[src/rtl/core_ifq.sv]
// Instruction fetch queue between fetch and decode.
// Buffers completed fetches {pc, instr, err} in a small FIFO, presents the
// head entry first-word-fall-through, stalls fetch when full and discards
// everything on a PC redirect.
module core_ifq #(
    parameter int DEPTH = 4,
    localparam int AW = $clog2(DEPTH)
) (
    input  logic          clk,
    input  logic          rst,
    input  logic          if_valid,
    input  logic [31:0]   if_pc,
    input  logic [31:0]   if_instr,
    input  logic          if_err,
    input  logic          flush,
    output logic          if_halt,
    output logic          q_valid,
    input  logic          q_ready,
    output logic [31:0]   q_pc,
    output logic [31:0]   q_instr,
    output logic          q_err,
    output logic [AW:0]   q_count
);

    // Major opcode used to present a harmless NOP to decode when empty
    localparam logic [5:0]  OPCODE_NOP = 6'h15;
    localparam logic [AW:0] FULL_COUNT = (AW + 1)'(DEPTH);

    logic [31:0]   pc_mem    [DEPTH];
    logic [31:0]   instr_mem [DEPTH];
    logic          err_mem   [DEPTH];

    logic [AW-1:0] wr_ptr;
    logic [AW-1:0] rd_ptr;
    logic [AW:0]   count;

    logic          full;
    logic          empty;
    logic          push;
    logic          pop;

    // Occupancy flags and the qualified push/pop strobes; flush overrides both
    always_comb begin
        full  = (count == FULL_COUNT);
        empty = (count == '0);
        push  = if_valid && !full && !flush;
        pop   = !empty && q_ready && !flush;
    end

    // Stall comes from registered count only, so no ready/valid path reaches fetch
    assign if_halt = full;
    assign q_count = count;

    // Pointer and occupancy bookkeeping; redirect empties the queue
    always_ff @(posedge clk or negedge rst) begin
        if (!rst) begin
            wr_ptr <= '0;
            rd_ptr <= '0;
            count  <= '0;
        end else if (flush) begin
            wr_ptr <= '0;
            rd_ptr <= '0;
            count  <= '0;
        end else begin
            if (push) begin
                wr_ptr <= wr_ptr + 1'b1;
            end
            if (pop) begin
                rd_ptr <= rd_ptr + 1'b1;
            end
            if (push && !pop) begin
                count <= count + 1'b1;
            end else if (pop && !push) begin
                count <= count - 1'b1;
            end
        end
    end

    // Entry storage is written only on an accepted push and is never reset
    always_ff @(posedge clk) begin
        if (push) begin
            pc_mem[wr_ptr]    <= if_pc;
            instr_mem[wr_ptr] <= if_instr;
            err_mem[wr_ptr]   <= if_err;
        end
    end

    // Head entry falls through to decode; an empty queue shows a NOP at pc 0
    always_comb begin
        q_valid = !empty;
        q_pc    = '0;
        q_instr = {OPCODE_NOP, 26'(0)};
        q_err   = 1'b0;
        if (!empty) begin
            q_pc    = pc_mem[rd_ptr];
            q_instr = instr_mem[rd_ptr];
            q_err   = err_mem[rd_ptr];
        end
    end

endmodule

[config.mk]
export PLATFORM = sky130hd
export DESIGN_NAME = core_ifq
export DESIGN_NICKNAME = d
export VERILOG_FILES = /design/src/rtl/core_ifq.sv
export SDC_FILE = /design/constraint.sdc
export NUM_CORES = 1
export LEC_CHECK = 0
export BUFFER_PORTS_ARGS = -buffer_cell sky130_fd_sc_hd__buf_2
export CORE_UTILIZATION = 49
export CTS_CLUSTER_DIAMETER = 60
export CTS_CLUSTER_SIZE = 8
export DETAILED_ROUTE_END_ITERATION = 10
export PLACE_DENSITY = 0.7
export SLEW_MARGIN = 10
export SYNTH_ARGS = -nofsm -noshare
export SYNTH_HDL_FRONTEND = slang
export SYNTH_SLANG_ARGS = --single-unit
[constraint.sdc]
create_clock -name clk -period 4.21 [get_ports clk]
set_clock_uncertainty 0.05 [all_clocks]
set_input_delay 0.6315 -clock clk [delete_from_list [all_inputs] [get_ports clk]]
set_output_delay 0.6315 -clock clk [all_outputs]
set_load 0.05 [all_outputs]
==> impl_metrics.py <==
metrics = {
    "yosys": {
        "most_common_flop_cell_mapped_by_yosys": "sky130_fd_sc_hd__edfxtp_1",
        "async_flop_share_pct": 2.62,
        "yosysWarnings": 0,
        "postSynthAreaPerCell_sq_um": 22.0,
        "nets_in_the_synthesized_netlist": 547,
        "synth_area_leaders": "sky130_fd_sc_hd__edfxtp_1, sky130_fd_sc_hd__mux4_2, sky130_fd_sc_hd__and2_1",
        "count_of_mapped_cells_out_of_synthesis": 472,
        "synth_commonest_cells": "sky130_fd_sc_hd__edfxtp_1, sky130_fd_sc_hd__and2_1, sky130_fd_sc_hd__mux4_2",
        "yosys_register_bits": 267,
        "synthesis.area_sq_mm": 0.0104,
        "yosysMostFrequentCell": "sky130_fd_sc_hd__edfxtp_1",
        "synth_area_leader_cell": "sky130_fd_sc_hd__edfxtp_1",
        "ys_seq_area_share_pct": 76.8,
        "synthDistinctLibCells": 33,
        "netlist.area_leader.share_pct": 75.1,
        "synth_edf_count": 260,
    },
    "hold_path": {
        "holdCritPathClass": "input pin to register",
        "min-delay-start": "if_instr[11]",
    },
    "critical_path": {
        "worst_setup_path_end_kind": "primary output",
        "timing.critical_path.from_type": "register",
        "crit_chain": "buf_4 > mux4_2 > and2_1 > buf_2",
        "critPathKind": "register to primary output",
        "maximum_cell_stage_delay_along_the_critical_path_ns": 0.63,
        "cpMaxStageDelayCell": "sky130_fd_sc_hd__dfrtp_4",
        "critical_path_peak_fanout": 20,
        "worst-endpoint-arrival_ns": 2.52,
        "data_required_time_of_the_worst_path_ns": 3.53,
        "critical_path.reg2reg.startpoint": "q_count[2]",
        "crit_path_start": "rd_ptr[0]",
    },
    "die": {
        "die_y_um": 148,
        "core.rowCount": 52,
        "floorplan.io_pins": 140,
        "floorplan.die_area_sq_mm": 0.0218,
        "design.core.area_sq_mm": 0.0205,
        "initial_core_util_pct": 50.7,
        "fp.dieW_um": 148,
    },
    "sta": {
        "fin_crit_sh_pct": 76.1,
        "totalNegativeSetupSlack_ns": 0,
        "tightestPinTransition_ns": 1.04,
        "layout_min_cycle_time_ns": 3.20,
        "slew_violations": 0,
        "setup_viol": 0,
        "hold_violations": 0,
        "max_freq_mhz": 312,
        "rsz0062_at_grt": "false",
        "maxSlewHeadroom_pct": 30.5,
    },
    "grt": {
        "grt_first_pass_wirelength_um": 29300,
        "vias_in_the_first_global_route": 5452,
        "grt_overflow": 0,
        "grt_antenna_before_repair": 2,
        "grt_start_max_net_pins": 67,
        "global_route.usage.total_pct": 18.0,
    },
    "drt": {
        "via_count": 5015,
        "post_drt_wl_per_cell_um": 20.7,
        "drt.antenna.violating_nets": 0,
        "drt_first_iter_violations": 289,
        "drt_pre_antenna_iters": 5,
        "drc": 0,
        "drt-vias-per-instance": 5.48,
        "route.final.wire_length_um": 19000,
    },
    "placed_design": {
        "place.gp.congestion": 0.715,
        "buffer_ports.inserted": 139,
        "detailed_place_hpwl_um": 10200,
    },
    "pwr": {
        "power_mw": 8.82,
        "vdd_drop_max_mv": 0.451,
        "share_clk_of_total_power_pct": 31.1,
        "share_comb_of_total_power_pct": 32.4,
        "leakagePower_nw": 4.25,
        "power.share.sequential_pct": 36.5,
        "power.density_cell_area_mw_per_mm2": 712,
        "switching_share_pct": 35.4,
        "p_switching_mw": 3.12,
        "cellInternalPower_mw": 5.70,
    },
    "finish": {
        "area.sequential_sq_mm": 0.00799,
        "finish.net_count": 705,
        "multi_input_combinational_cell_area_sq_mm": 0.00221,
        "filler_cell_count": 1498,
        "areaGrowthSynthToFinish_pct": 19.1,
        "layout-drive-gt1-share_pct": 40.0,
        "antennaDiodeCount": 0,
    },
    "cts": {
        "h-tree-depth": 2,
        "ctsLongestPathBuffers": 3,
        "tritoncts": "yes",
        "tritoncts.num_buffers": 39,
        "clk_root_buffer_cell": "sky130_fd_sc_hd__clkbuf_16",
        "clock_sink_count": 267,
        "cts_setup_buffers": 0,
        "clk_transition_reported_paths_ns": 0.05,
        "clock_insertion_delay_worst_skew_ns": 0.50,
    },
    "flow_run": {
        "max_capacitance_violation_total": 0,
    },
    "status": {
        "status": "finished clean",
    },
}
[path summary, 6_finish.rpt]
path | depth (start not counted) | slack (ns) | end
min in group asynchronous | 2 | 0.46 | wr_ptr[1]
worst min register to register | 2 | 0.56 | wr_ptr[1]
max in group asynchronous | 2 | 3.46 | rd_ptr[0]
worst max register to register | 6 | 1.58 | q_count[2]
worst max-delay path | 4 | 1.01 | q_pc[27]
worst min-delay path | 1 | 0.30 | instr_mem[1][11]
[metal layers]
| metal | vias up | share of wire, % | global-route usage, % |
|---|---|---|---|
| li1 | 2230 | - | - |
| met1 | 2564 | 40 | 22.3 |
| met2 | 177 | 50 | 30.5 |
| met3 | 40 | 7.3 | 5.22 |
| met4 | 4 | 2.1 | 5.98 |
| met5 | - | 0.12 | 0 |
[power by group through the flow]
| stage | Sequential (mW) | Combinational [mW] | Clock (mW) |
|---|---|---|---|
| 5_1_grt | 3.23 | 3.03 | 2.91 |
| 2_1_floorplan | 3.20 | 2.37 | 0 |
| 4_1_cts | 3.22 | 2.91 | 2.81 |
| 6_report | 3.22 | 2.86 | 2.75 |
| 3_5_place_dp | 3.27 | 2.90 | 0 |
| 3_3_place_gp | 3.26 | 2.88 | 0 |
[worst max-delay path, delay by kind of cell, from the launching register on]
family	cells	cell delay [ns]
and+or+nand+nor	1	0.18
muxes	1	0.56
buffers and inverters	2	0.64
DFF	1	0.63
[cell families after synthesis]
group	after synthesis	share of synthesized area (%)
DFF	267	76.8
adders and majority gates	5	0.674
AOI/OAI and AO/OA	11	0.782
and+or+nand+nor	87	5.08
buffers and inverters	31	2.02
xor gates and xnor gates	2	0.169
muxes	69	14.5
[cells in the final DEF, fill, tap and decap left out, types with 3 or more instances in the layout]
cell type,instances
sky130_fd_sc_hd__edfxtp_1,260
sky130_fd_sc_hd__buf_2,139
sky130_fd_sc_hd__mux4_2,65
sky130_fd_sc_hd__and2_1,62
sky130_fd_sc_hd__clkbuf_16,41
sky130_fd_sc_hd__clkbuf_1,14
sky130_fd_sc_hd__nor2_1,9
sky130_fd_sc_hd__inv_1,5
sky130_fd_sc_hd__dfrtp_1,5
sky130_fd_sc_hd__and2_4,4
sky130_fd_sc_hd__ha_1,4
sky130_fd_sc_hd__or2_1,3
sky130_fd_sc_hd__nand3b_1,3
[sequential cells by signal, indices dropped and copies added (netlist names)]
signal / count
rd_ptr: 2
pc_mem: 128
q_count: 3
err_mem: 4
wr_ptr: 2
instr_mem: 128
[cell type report]
type	instances	share of cell area [%]
inverter	6	0.182
timing repair buffer	142	5.92
clock buffer	55	8.71
multi-input combinational	174	17.9
sequential	267	64.5
tap	270	2.73
clock inverter	1	0.0606
[timing repair]
| item | 4_1_cts | 5_1_grt |
|---|---|---|
| endpoints found under the setup margin | 0 | 0 |
| gates resized for setup | 0 | 0 |
| hold endpoints to repair | 7 | 0 |
| hold buffers | 1 | 0 |
[metrics by stage]
stage | worst slack, ns | util (%) | cell area [sq um] | instances | hold slack, ns
after floorplan | 0.216 | - | 10400 | 472 | 0.286
after CTS | 0.917 | 60.4 | 12400 | 915 | 0.270
final | 1.01 | 60.4 | 12400 | 915 | 0.296
after global routing | 0.831 | 60.4 | 12400 | 915 | 0.275
after detailed placement | 1.45 | 55.1 | 11300 | 858 | 0.429
after global placement | 1.46 | 55.1 | 11300 | 858 | 0.417
Note: power is estimated with default switching activity, not from simulation.
